==> src/rtl/dm_pkg.sv <==
`default_nettype none
// ============================================================================
// Package : dm_pkg
// Brief   : Shared access-type codes, controller states and alignment helpers.
// Rev     : 1.0  initial release
// ============================================================================
package dm_pkg;

    localparam logic [2:0] DM_WORD   = 3'b000;
    localparam logic [2:0] DM_HALF   = 3'b001;
    localparam logic [2:0] DM_HALF_U = 3'b010;
    localparam logic [2:0] DM_BYTE   = 3'b011;
    localparam logic [2:0] DM_BYTE_U = 3'b100;

    typedef enum logic [2:0] {
        IDLE    = 3'd0,
        LD_WAIT = 3'd1,
        LD_LO   = 3'd2,
        LD_HI   = 3'd3,
        ST_HI   = 3'd4
    } dm_state_t;

    // Lane mask of the access before shifting; reserved codes behave as word.
    function automatic logic [3:0] base_mask(input logic [2:0] dmt);
        case (dmt)
            DM_HALF, DM_HALF_U: base_mask = 4'b0011;
            DM_BYTE, DM_BYTE_U: base_mask = 4'b0001;
            default:            base_mask = 4'b1111;
        endcase
    endfunction

    function automatic logic is_misaligned(input logic [2:0] dmt, input logic [1:0] off);
        case (dmt)
            DM_HALF, DM_HALF_U: is_misaligned = (off == 2'd3);
            DM_BYTE, DM_BYTE_U: is_misaligned = 1'b0;
            default:            is_misaligned = (off != 2'd0);
        endcase
    endfunction

endpackage
`default_nettype wire

==> src/rtl/dmem_ctrl_if.sv <==
`default_nettype none
// ============================================================================
// Interface : dmem_ctrl_if
// Brief     : MEM-stage request/response bundle between CPU and dmem_ctrl.
// Rev       : 1.0  initial release
// ============================================================================
interface dmem_ctrl_if;

    logic        req;
    logic        mem_w;
    logic [31:0] addr;
    logic [31:0] wdata;
    logic [2:0]  dmtype;
    logic [31:0] rdata;
    logic        stall;

    modport master (
        output req, mem_w, addr, wdata, dmtype,
        input  rdata, stall
    );

    modport slave (
        input  req, mem_w, addr, wdata, dmtype,
        output rdata, stall
    );

endinterface
`default_nettype wire

==> src/rtl/dm_lane_align.sv <==
`default_nettype none
// ============================================================================
// Module : dm_lane_align
// Brief  : Store lane shift/enable generation and load extract/extend path.
// Rev    : 1.0  initial release
// ============================================================================
module dm_lane_align (
    input  logic [2:0]  dmtype,
    input  logic [1:0]  offset,
    input  logic [31:0] wdata,
    input  logic [31:0] lo_word,
    input  logic [31:0] hi_word,
    output logic [31:0] st_lo_data,
    output logic [31:0] st_hi_data,
    output logic [3:0]  st_lo_we,
    output logic [3:0]  st_hi_we,
    output logic [31:0] ld_data
);
    import dm_pkg::*;

    logic [63:0] w_st_wide;
    logic [7:0]  w_we_wide;
    logic [63:0] w_ld_wide;
    logic [31:0] w_ld_win;
    logic        w_unused_ld;

    // Upper halves of the 64-bit views carry whatever spills into the next word.
    assign w_st_wide  = {32'd0, wdata} << {offset, 3'b000};
    assign w_we_wide  = {4'd0, base_mask(dmtype)} << offset;
    assign st_lo_data = w_st_wide[31:0];
    assign st_hi_data = w_st_wide[63:32];
    assign st_lo_we   = w_we_wide[3:0];
    assign st_hi_we   = w_we_wide[7:4];

    assign w_ld_wide   = {hi_word, lo_word} >> {offset, 3'b000};
    assign w_ld_win    = w_ld_wide[31:0];
    assign w_unused_ld = ^w_ld_wide[63:32];

    always_comb begin
        ld_data = w_ld_win;
        case (dmtype)
            DM_HALF:   ld_data = {{16{w_ld_win[15]}}, w_ld_win[15:0]};
            DM_HALF_U: ld_data = {16'd0, w_ld_win[15:0]};
            DM_BYTE:   ld_data = {{24{w_ld_win[7]}}, w_ld_win[7:0]};
            DM_BYTE_U: ld_data = {24'd0, w_ld_win[7:0]};
            default:   ld_data = w_ld_win;
        endcase
    end

endmodule
`default_nettype wire

==> src/rtl/dmem_ctrl.sv <==
`default_nettype none
// ============================================================================
// Module : dmem_ctrl
// Brief  : MEM-stage data-memory controller with alignment and split accesses.
// Rev    : 1.0  initial release
// ============================================================================
module dmem_ctrl #(
    parameter int AW = 10
) (
    input  logic            clk,
    input  logic            reset,
    dmem_ctrl_if.slave      cpu,
    output logic            sram_en,
    output logic [3:0]      sram_we,
    output logic [AW-1:0]   sram_addr,
    output logic [31:0]     sram_wdata,
    input  logic [31:0]     sram_rdata
);
    import dm_pkg::*;

    dm_state_t   r_state;
    logic [31:0] r_lo_q;

    logic [1:0]    w_off;
    logic [AW-1:0] w_word;
    logic [AW-1:0] w_word_nx;
    logic          w_mis;
    logic [31:0]   w_lo_word;
    logic [31:0]   w_hi_word;
    logic [31:0]   w_st_lo_data;
    logic [31:0]   w_st_hi_data;
    logic [3:0]    w_st_lo_we;
    logic [3:0]    w_st_hi_we;
    logic [31:0]   w_ld_data;
    logic          w_unused_addr;

    assign w_off         = cpu.addr[1:0];
    assign w_word        = cpu.addr[AW+1:2];
    assign w_word_nx     = w_word + AW'(1);
    assign w_mis         = is_misaligned(cpu.dmtype, w_off);
    assign w_unused_addr = ^cpu.addr[31:AW+2];

    // Single-word loads complete in LD_WAIT with the word in the low half.
    assign w_lo_word = (r_state == LD_HI) ? r_lo_q : sram_rdata;
    assign w_hi_word = (r_state == LD_HI) ? sram_rdata : 32'd0;

    dm_lane_align u_align (
        .dmtype     (cpu.dmtype),
        .offset     (w_off),
        .wdata      (cpu.wdata),
        .lo_word    (w_lo_word),
        .hi_word    (w_hi_word),
        .st_lo_data (w_st_lo_data),
        .st_hi_data (w_st_hi_data),
        .st_lo_we   (w_st_lo_we),
        .st_hi_we   (w_st_hi_we),
        .ld_data    (w_ld_data)
    );

    always_ff @(posedge clk) begin
        if (!reset) begin
            r_state <= IDLE;
            r_lo_q  <= 32'd0;
        end else begin
            case (r_state)
                IDLE: begin
                    if (cpu.req) begin
                        if (cpu.mem_w) r_state <= w_mis ? ST_HI : IDLE;
                        else           r_state <= w_mis ? LD_LO : LD_WAIT;
                    end
                end
                LD_LO: begin
                    r_lo_q  <= sram_rdata;
                    r_state <= LD_HI;
                end
                default: r_state <= IDLE;
            endcase
        end
    end

    // Outputs are forced quiet while reset is low so an abandoned split never issues.
    always_comb begin
        sram_en    = 1'b0;
        sram_we    = 4'b0000;
        sram_addr  = '0;
        sram_wdata = 32'd0;
        cpu.rdata  = 32'd0;
        cpu.stall  = 1'b0;
        if (reset) begin
            case (r_state)
                IDLE: begin
                    if (cpu.req) begin
                        sram_en   = 1'b1;
                        sram_addr = w_word;
                        if (cpu.mem_w) begin
                            sram_we    = w_st_lo_we;
                            sram_wdata = w_st_lo_data;
                            cpu.stall  = w_mis;
                        end else begin
                            cpu.stall  = 1'b1;
                        end
                    end
                end
                ST_HI: begin
                    sram_en    = 1'b1;
                    sram_addr  = w_word_nx;
                    sram_we    = w_st_hi_we;
                    sram_wdata = w_st_hi_data;
                end
                LD_LO: begin
                    sram_en   = 1'b1;
                    sram_addr = w_word_nx;
                    cpu.stall = 1'b1;
                end
                LD_WAIT, LD_HI: begin
                    cpu.rdata = w_ld_data;
                end
                default: ;
            endcase
        end
    end

endmodule
`default_nettype wire

==> src/flat_wrapper.sv <==
// flat-port wrapper written by rule: the top's interface ports become plain ports
module dmem_ctrl_flat import dm_pkg::*;
#(
    parameter int AW = 10
)
  (clk, reset, sram_en, sram_we, sram_addr, sram_wdata, sram_rdata, cpu_req, cpu_mem_w, cpu_addr, cpu_wdata, cpu_dmtype, cpu_rdata, cpu_stall);
  dmem_ctrl_if cpu_i ();
  input  logic clk;
  input  logic reset;
  output logic sram_en;
  output logic [3:0] sram_we;
  output logic [AW-1:0] sram_addr;
  output logic [31:0] sram_wdata;
  input  logic [31:0] sram_rdata;
  input wire logic [$bits(cpu_i.req)-1:0] cpu_req;
  input wire logic [$bits(cpu_i.mem_w)-1:0] cpu_mem_w;
  input wire logic [$bits(cpu_i.addr)-1:0] cpu_addr;
  input wire logic [$bits(cpu_i.wdata)-1:0] cpu_wdata;
  input wire logic [$bits(cpu_i.dmtype)-1:0] cpu_dmtype;
  output wire logic [$bits(cpu_i.rdata)-1:0] cpu_rdata;
  output wire logic [$bits(cpu_i.stall)-1:0] cpu_stall;
  assign cpu_i.req = cpu_req;
  assign cpu_i.mem_w = cpu_mem_w;
  assign cpu_i.addr = cpu_addr;
  assign cpu_i.wdata = cpu_wdata;
  assign cpu_i.dmtype = cpu_dmtype;
  assign cpu_rdata = cpu_i.rdata;
  assign cpu_stall = cpu_i.stall;
  dmem_ctrl #(.AW(AW)) u_core (.clk(clk), .reset(reset), .cpu(cpu_i), .sram_en(sram_en), .sram_we(sram_we), .sram_addr(sram_addr), .sram_wdata(sram_wdata), .sram_rdata(sram_rdata));
endmodule
==> config.mk <==
export PLATFORM = sky130hd
export DESIGN_NAME = dmem_ctrl_flat
export DESIGN_NICKNAME = d
export VERILOG_FILES = /design/src/rtl/dm_pkg.sv /design/src/rtl/dmem_ctrl_if.sv /design/src/rtl/dm_lane_align.sv /design/src/rtl/dmem_ctrl.sv /design/src/flat_wrapper.sv
export SDC_FILE = /design/constraint.sdc
export NUM_CORES = 1
export LEC_CHECK = 0
export ABC_AREA = 1
export CAP_MARGIN = 20
export CORE_MARGIN = 3
export CORE_UTILIZATION = 51
export CTS_CLUSTER_DIAMETER = 50
export CTS_CLUSTER_SIZE = 24
export DETAILED_ROUTE_END_ITERATION = 6
export PLACE_DENSITY = 0.88
export SLEW_MARGIN = 20
export SYNTH_ARGS = -nofsm -noshare
export SYNTH_HDL_FRONTEND = slang
export SYNTH_HIERARCHICAL = 1
export SYNTH_SLANG_ARGS = --single-unit
==> constraint.sdc <==
create_clock -name clk -period 3.3 [get_ports clk]
set_input_delay 0.495 -clock clk [delete_from_list [all_inputs] [get_ports clk]]
set_output_delay 0.495 -clock clk [all_outputs]
set_load 0.02 [all_outputs]
### Yosys cells after proc, flatten, opt, wreduce, memory -nomap -nowiden

Index checks and enable logic that the tools add are counted.

| word-level totals | value |
|---|---|
| register bits after elaboration | 35 |
| bits of input ports | 103 |
| output and inout port bits | 80 |
| word-level logic and storage cells | 52 |

| cells by class | value |
|---|---|
| add/subtract/negate cells | 1 |
| equality and inequality tests | 10 |
| shift operators | 3 |
| mux-type cells | 30 |
| reductions and logical operators | 6 |

Operators with widths:

| cell | number |
|---|---|
| $mux W32 | 7 |
| $pmux W32 S4 | 1 |
| $pmux W32 S2 | 1 |
| $shl A32 B5 Y64 | 1 |
| $shr A64 B5 Y32 | 1 |
| $mux W10 | 2 |
| $pmux W10 S2 | 1 |
| $pmux W4 S2 | 2 |
| $eq A3 B2 Y1 const B | 4 |
| $mux W4 | 3 |
| $add A10 B1 Y10 const B | 1 |
| $mux W3 | 3 |
| $reduce_or A2 Y1 | 4 |
| $shl A4 B2 Y8 | 1 |
| $eq A3 B1 Y1 const B | 2 |
| $eq A3 B3 Y1 const B | 2 |
| $pmux W1 S2 | 3 |
| $pmux W3 S2 | 1 |
| $mux W1 | 5 |
| $logic_not A3 Y1 | 1 |
| $eq A2 B2 Y1 const B | 1 |
| $mux W2 | 1 |
| $ne A2 B2 Y1 const B | 1 |
| $reduce_bool A2 Y1 | 1 |

### Longest topological paths before layout

Gate-level depths: netlist of run 1.

| depth | value |
|---|---|
| word-level depth | 8 |
| mapped depth | 15 |

### Cells and area by module

The synthesis of run 1 kept the hierarchy.

By module, submodules not included:

| module | instances | cells an instance | area an instance (µm²) |
|---|---|---|---|
| dmem_ctrl | 1 | 493 | 3205.6 |
| dm_lane_align | 1 | 493 | 2240.9 |

### Worst setup path before layout of run 1

OpenSTA, ideal clock, no wires.

| timing path | value |
|---|---|
| path type | register to output |
| from | register u_core.r_state[0] |
| to | output cpu_rdata[16] |
| arrival | 1.994 ns |
| setup slack | 0.811 ns |
| cell stages (with the launch flop) | 16 |
| path buffers | 3 |
| path through | dfxtp_1 inv_2 nor2_2 nand2_1 buf_2 buf_2 nor2_1 inv_1 nand2_1 nand2_1 nand2_1 nand3_2 buf_4 nand3_1 inv_1 nor2_1 |

| on the way | value |
|---|---|
| word-level cells in the longest chain between the ends | 6 |
| elaborated cells between the ends (all ways) | 9 |
| classes of those cells | eq/ne: 2; shift: 1; mux: 5; reduce/logical: 1 |

Ends and longest elaborated chain:

| element | line | text |
|---|---|---|
| start: declaration | dmem_ctrl.sv:21 | `dm_state_t r_state;` |
| start signal: assignment | dmem_ctrl.sv:68 | `if (cpu.mem_w) r_state <= w_mis ? ST_HI : IDLE;` |
| start signal: assignment | dmem_ctrl.sv:69 | `else r_state <= w_mis ? LD_LO : LD_WAIT;` |
| $eq A3 B2 Y1 | dmem_ctrl.sv:45 | `assign w_hi_word = (r_state == LD_HI) ? sram_rdata : 32'd0;` |
| $mux W32 | dmem_ctrl.sv:45 |  |
| via u_core.w_hi_word[7] | dmem_ctrl.sv:29 | `logic [31:0] w_hi_word;` |
| $shr A64 B5 Y32 | dm_lane_align.sv:35 | `assign w_ld_wide = {hi_word, lo_word} >> {offset, 3'b000};` |
| $pmux W32 S4 | dm_lane_align.sv:41 | `case (dmtype)` |
| via u_core.w_ld_data[16] | dmem_ctrl.sv:34 | `logic [31:0] w_ld_data;` |
| $mux W32 | dmem_ctrl.sv:90 | `case (r_state)` |
| $mux W32 | dmem_ctrl.sv:89 | `if (reset) begin` |
| end: declaration | flat_wrapper.sv:20 | `output wire logic [$bits(cpu_i.rdata)-1:0] cpu_rdata;` |

The timed path passes the listed nets, and every way through them passes these cells.

### Worst setup path after layout of run 1

| timing path | value |
|---|---|
| from | register u_core.r_state[0] |
| to | output cpu_rdata[10] |

| on the way | value |
|---|---|
| word-level cells in the longest chain between the ends | 6 |
| elaborated cells between the ends (all ways) | 9 |
| classes of those cells | eq/ne: 2; shift: 1; mux: 5; reduce/logical: 1 |

Ends and longest elaborated chain:

| element | line | text |
|---|---|---|
| $eq A3 B2 Y1 | dmem_ctrl.sv:44 | `assign w_lo_word = (r_state == LD_HI) ? r_lo_q : sram_rdata;` |
| $mux W32 | dmem_ctrl.sv:44 |  |
| via u_core.w_lo_word[26] | dmem_ctrl.sv:28 | `logic [31:0] w_lo_word;` |
| $shr A64 B5 Y32 | dm_lane_align.sv:35 |  |
| $pmux W32 S4 | dm_lane_align.sv:41 |  |
| via u_core.w_ld_data[10] | dmem_ctrl.sv:34 |  |
| $mux W32 | dmem_ctrl.sv:90 |  |
| $mux W32 | dmem_ctrl.sv:89 |  |

The timed path passes the listed nets, and every way through them passes these cells.

==> flow_summary.toml, run 1 <==
[cts]
postCtsHoldBufs = 0
clock_latency_ns = 0.29
post_cts_buffers = 0
cts_tree = "done"
cts_buffers = 5
root_buffer = "clkbuf_8"
htree_levels = 2
clockBufferDepth = 2
clk_pin_slew_ns = 0.08
cts.sinks = 35

[sta]
slew_viol_final = 0
fin_crit_ns = 3.10
skew_ns = 0.00638
fin_ws_ns = 0.200
tightest_slew_ns = 0.959
post-route-period-util = 0.939
setup_tns_ns = 0
grt_setup_unrepaired = "no"
max_freq_mhz = 323
hold_viol_final = 0
hold_slack_ns = 0.521
relSlewSlack = 0.359
setup_viol = 0

[setup_path]
regToRegStartpoint = "u_core/r_state[2]$_SDFFE_PN0P_"
reg2reg_depth = 5
worstPathRequired_ns = 2.80
crit_path_end_kind = "output port"
r2r_setup_slack_ns = 1.54
path_max_fanout = 47
r2r-end = "u_core/r_lo_q[12]$_SDFFE_PN0N_"
critPathKind = "reg -> out"
arrival_ns = 2.60
critPathLaunchType = "register"

[grt]
grt_max_degree = 65
grt_usage = 0.277
overflow = 0
antenna_found_initial = 0
grt_pass1_vias = 5929
grt_pass1_wl_um = 27400

[hold_path]
min_to = "u_core/r_lo_q[28]$_SDFFE_PN0N_"
hold_depth = 2
hold_start = "u_core/r_lo_q[28]$_SDFFE_PN0N_"
min_path_type = "reg -> reg"

[flow_run]
cap_violations = 0

[finish]
layout.cells.non_filler = 1231
final_common_cell = "nand2_1"
drive_above_1_share = 0.118
fin_nets = 1202
mostFrequentLayoutCells = "nand2_1 (238), clkdlybuf4s50_1 (136), nor2_1 (130)"
fill_cells = 895
num_antenna_cells = 0
syn2layout_area_growth_pct = 31.6

[power_and_ir_drop]
p_total_w = 0.00157
leakagePower_nw = 3.73
ir_drop_mv = 0.242
power_density_nw_per_um2 = 220

[route]
drt_pass1_iterations = 7
drtAntennaViolNets = 0
route.detailed.drc = 0
wl_um = 17000
dr_total_vias = 6675
routed_via_density = 5.42
drt_iter0_markers = 728
wl_per_cell_um = 13.8

[floorplanning]
ioPinCount = 183
std_cell_rows = 36
chipWidth_um = 109
dieArea_um2 = 11900
initial_utilization = 0.539
dieHeight_um = 109
core_area_um2 = 10000

[placement]
hpwl_um = 12300
preCtsSetupSlack_ns = 0.0635
numPlacedInstances = 1224
portBuffers = 162
place.gp.congestion = 0.910

[yosys]
synth_warnings = 6
syn_area_per_cell_um2 = 5.54
synthCells = 978
netlist_area_um2 = 5420

[status]
status = "complete, no violations"
==> per-layer routing <==
metal / share of wire / track usage / vias up
li1: - / - / 3347
met1: 0.41 / 0.348 / 2979
met2: 0.49 / 0.495 / 310
met3: 0.080 / 0.0343 / 39
met4: 0.025 / 0.0748 / 0
met5: 0 / 0 / -
==> timing repair <==
item / CTS / global route
pin swaps: 0 / 0
cloned: 0 / 0
setup endpoints to repair: 8 / 26
resized for setup: 2 / 27
==> registers in the layout (all words and copies together) (netlist names) <==
signal,count
u_core/r_lo_q,32
u_core/r_state,3
==> how the worst max path moves through the flow <==
stage | startpoint | end | depth (start not counted)
after floorplan | u_core/r_state[0]$_SDFFE_PN0P_ | cpu_rdata[16] | 15
after global placement | sram_rdata[23] | cpu_rdata[25] | 13
after detailed placement | sram_rdata[7] | cpu_rdata[25] | 12
after CTS | sram_rdata[7] | cpu_rdata[25] | 12
after global routing | u_core/r_state[0]$_SDFFE_PN0P_ | cpu_rdata[8] | 13
final | u_core/r_state[0]$_SDFFE_PN0P_ | cpu_rdata[10] | 12
==> final cells by class <==
type | count | area [µm²] | share of cell area
tap | 133 | 166 | 0.0234
clock buffer | 5 | 68.8 | 0.00966
timing repair buffer | 187 | 1970 | 0.276
inverter | 127 | 477 | 0.0669
multi-input combinational | 742 | 3710 | 0.520
clock inverter | 2 | 37.5 | 0.00527
sequential | 35 | 701 | 0.0983
==> metrics by stage <==
stage	utilization	instance area, µm²
after floorplan	-	5450
after global placement	0.691	6940
after detailed placement	0.691	6940
after CTS	0.702	7050
after global routing	0.709	7130
final	0.709	7130
==> power breakdown <==
group          internal [W]  switching, W  leakage, nW
Clock              0.000221      0.000173       0.0502
Combinational      0.000300      0.000418         3.40
Sequential         0.000444     0.0000118        0.284
Total              0.000965      0.000603         3.73
==> critical path: stages, from the launching register on <==
cell and delay (ns):
dfxtp_1 0.40, inv_2 0.07, nor2_2 0.15, nand2_4 0.15, buf_12 0.22, a21oi_1 0.17, inv_1 0.07, nand2_1 0.08
a21oi_1 0.07, o21ai_1 0.13, inv_1 0.05, nor2_1 0.12, clkdlybuf4s50_1 0.62
Note: power is estimated with default switching activity, not from simulation.
==> inputs of run 2 (changes only) <==
==> constraint.sdc (replaced) <==
create_clock -name clk -period 3.3 [get_ports clk]
set_input_delay 0.495 -clock clk [delete_from_list [all_inputs] [get_ports clk]]
set_output_delay 0.495 -clock clk [all_outputs]
set_load 0.05 [all_outputs]
==> flow_summary.toml, run 2 (same netlist as run 1, synthesis figures left out) <==
[finish]
final_common_cell = "nand2_1"
largest_register_ffs = 32
mostFrequentLayoutCells = "nand2_1 (238), nor2_1 (131), inv_1 (119)"
reg_top3 = "u_core/r_lo_q x32, u_core/r_state x3"
fin_nets = 1193
largest-register = "u_core/r_lo_q"
drive_above_1_share = 0.182
syn2layout_area_growth_pct = 42.5

[power_and_ir_drop]
power_density_nw_per_um2 = 218
ir_drop_mv = 0.272
leakagePower_nw = 3.62

[grt]
grt_usage = 0.295
overflow = 0
grt_pass1_wl_um = 28900
grt_max_degree = 86
grt_pass1_vias = 6148
antenna_found_initial = 0

[floorplanning]
ioPinCount = 183
initial_utilization = 0.539
core_area_um2 = 10000
std_cell_rows = 36
chipWidth_um = 109
dieArea_um2 = 11900
dieHeight_um = 109

[sta]
max_freq_mhz = 320
grt_setup_unrepaired = "no"
fin_ws_ns = 0.174
post-route-period-util = 0.947
setup_tns_ns = 0
tightest_slew_ns = 1.11
relSlewSlack = 0.259
hold_slack_ns = 0.519
slew_viol_final = 0
setup_viol = 0
fin_crit_ns = 3.13
hold_viol_final = 0
skew_ns = 0.0110

[route]
route.detailed.drc = 0
drt_pass1_iterations = 6
dr_total_vias = 6761
wl_per_cell_um = 14.8
wl_um = 18200
drtAntennaViolNets = 0
routed_via_density = 5.53
drt_iter0_markers = 748

[setup_path]
slowest_stage = "dfxtp_1"
slowest_delay_ns = 0.40
crit_path_end_kind = "output port"
worstPathRequired_ns = 2.80
critPathKind = "reg -> out"
path_cells = "inv_2, nor2_2, nand2_4, a21oi_1, inv_1, nand2_1, nand2_1, nand2_2, nand3_4, o21ai_1, inv_1, nor2_1, buf_12"
critical-path-top-delay-family = "simple AND/OR/NAND/NOR gates"
arrival_ns = 2.63
path_buf_inv = 4
path_max_fanout = 24
critPathLaunchType = "register"

[status]
status = "complete, no violations"

[cts]
cts_buffers = 5
cts_tree = "done"
clockBufferDepth = 2
clock_latency_ns = 0.30
htree_levels = 2
cts.sinks = 35
root_buffer = "clkbuf_8"
clk_pin_slew_ns = 0.07
post_cts_buffers = 0

[placement]
portBuffers = 162
hpwl_um = 13300
preCtsSetupSlack_ns = 0.358
place.gp.congestion = 0.923

[flow_run]
cap_violations = 0

[hold_path]
min_path_type = "reg -> reg"
==> run 2: cell types whose count changed in the layout (fill, tap and decap cells not counted), sizes merged <==
cell,before,now
dlymetal6s2s,23,0
dlygate4sd2,1,0
buf,27,98
diode,0,1
clkdlybuf4s50,136,80
==> run 2: layer usage <==
metal / global-route usage / part of all wire / up-vias
met4: 0.141 / 0.045 / 0
met2: 0.508 / 0.48 / 358
li1: - / - / 3320
met1: 0.362 / 0.39 / 3021
met3: 0.0361 / 0.083 / 62
met5: 0 / 0 / -
==> run 2: worst register-to-register path, stage by stage (launching register included) <==
cell     delay, ns
dfxtp_1       0.36
nor2_4        0.18
nand2_2       0.10
inv_2         0.72
o21ai_0       0.24
a21oi_1       0.18
==> run 2: worst paths after layout <==
check	start	endpoint	slack, ns	cells past startpoint
max reg2reg	u_core/r_state[2]$_SDFFE_PN0P_	u_core/r_lo_q[19]$_SDFFE_PN0N_	1.45	5
min reg2reg	u_core/r_lo_q[29]$_SDFFE_PN0N_	u_core/r_lo_q[29]$_SDFFE_PN0N_	0.52	2
max	u_core/r_state[0]$_SDFFE_PN0P_	cpu_rdata[13]	0.17	13
min	u_core/r_lo_q[29]$_SDFFE_PN0N_	u_core/r_lo_q[29]$_SDFFE_PN0N_	0.52	2
==> run 2: final cells by class <==
cell class                      count  area, µm²
Timing Repair Buffer              178       2570
Antenna cell                        1       2.50
Clock buffer                        5       68.8
Tap cell                          133        166
Inverter                          127        477
Multi-Input combinational cell    742       3700
Clock inverter                      2       37.5
Sequential cell                    35        701
Fill cell                         768       2320
==> run 2: per-stage QoR <==
| step | power, W | std cells | util | area (µm²) |
|---|---|---|---|---|
| 2_1_floorplan | 0.000998 | 986 | - | 5450 |
| 3_3_place_gp | 0.00127 | 1215 | 0.756 | 7600 |
| 3_5_place_dp | 0.00129 | 1215 | 0.756 | 7600 |
| 4_1_cts | 0.00167 | 1222 | 0.767 | 7700 |
| 5_1_grt | 0.00178 | 1222 | 0.768 | 7720 |
| 6_report | 0.00168 | 1223 | 0.769 | 7720 |
==> run 2: repair_timing <==
item / CTS / global route
resized for setup: 0 / 2
setup endpoints to repair: 0 / 19
hold endpoints to repair: 0 / 0
hold buffers: 0 / 0
==> run 2: report_power, final <==
group / total (W) / switching [W] / internal (W)
logic: 0.000839 / 0.000501 / 0.000338
registers: 0.000457 / 0.0000126 / 0.000444
clock network: 0.000387 / 0.000166 / 0.000221
total: 0.00168 / 0.000680 / 0.00100
==> inputs of run 3 (changes only) <==
- SLEW_MARGIN: 20 -> 10
==> results of run 3 <==
Final layout, timing and power as in run 2 (identical DEF).
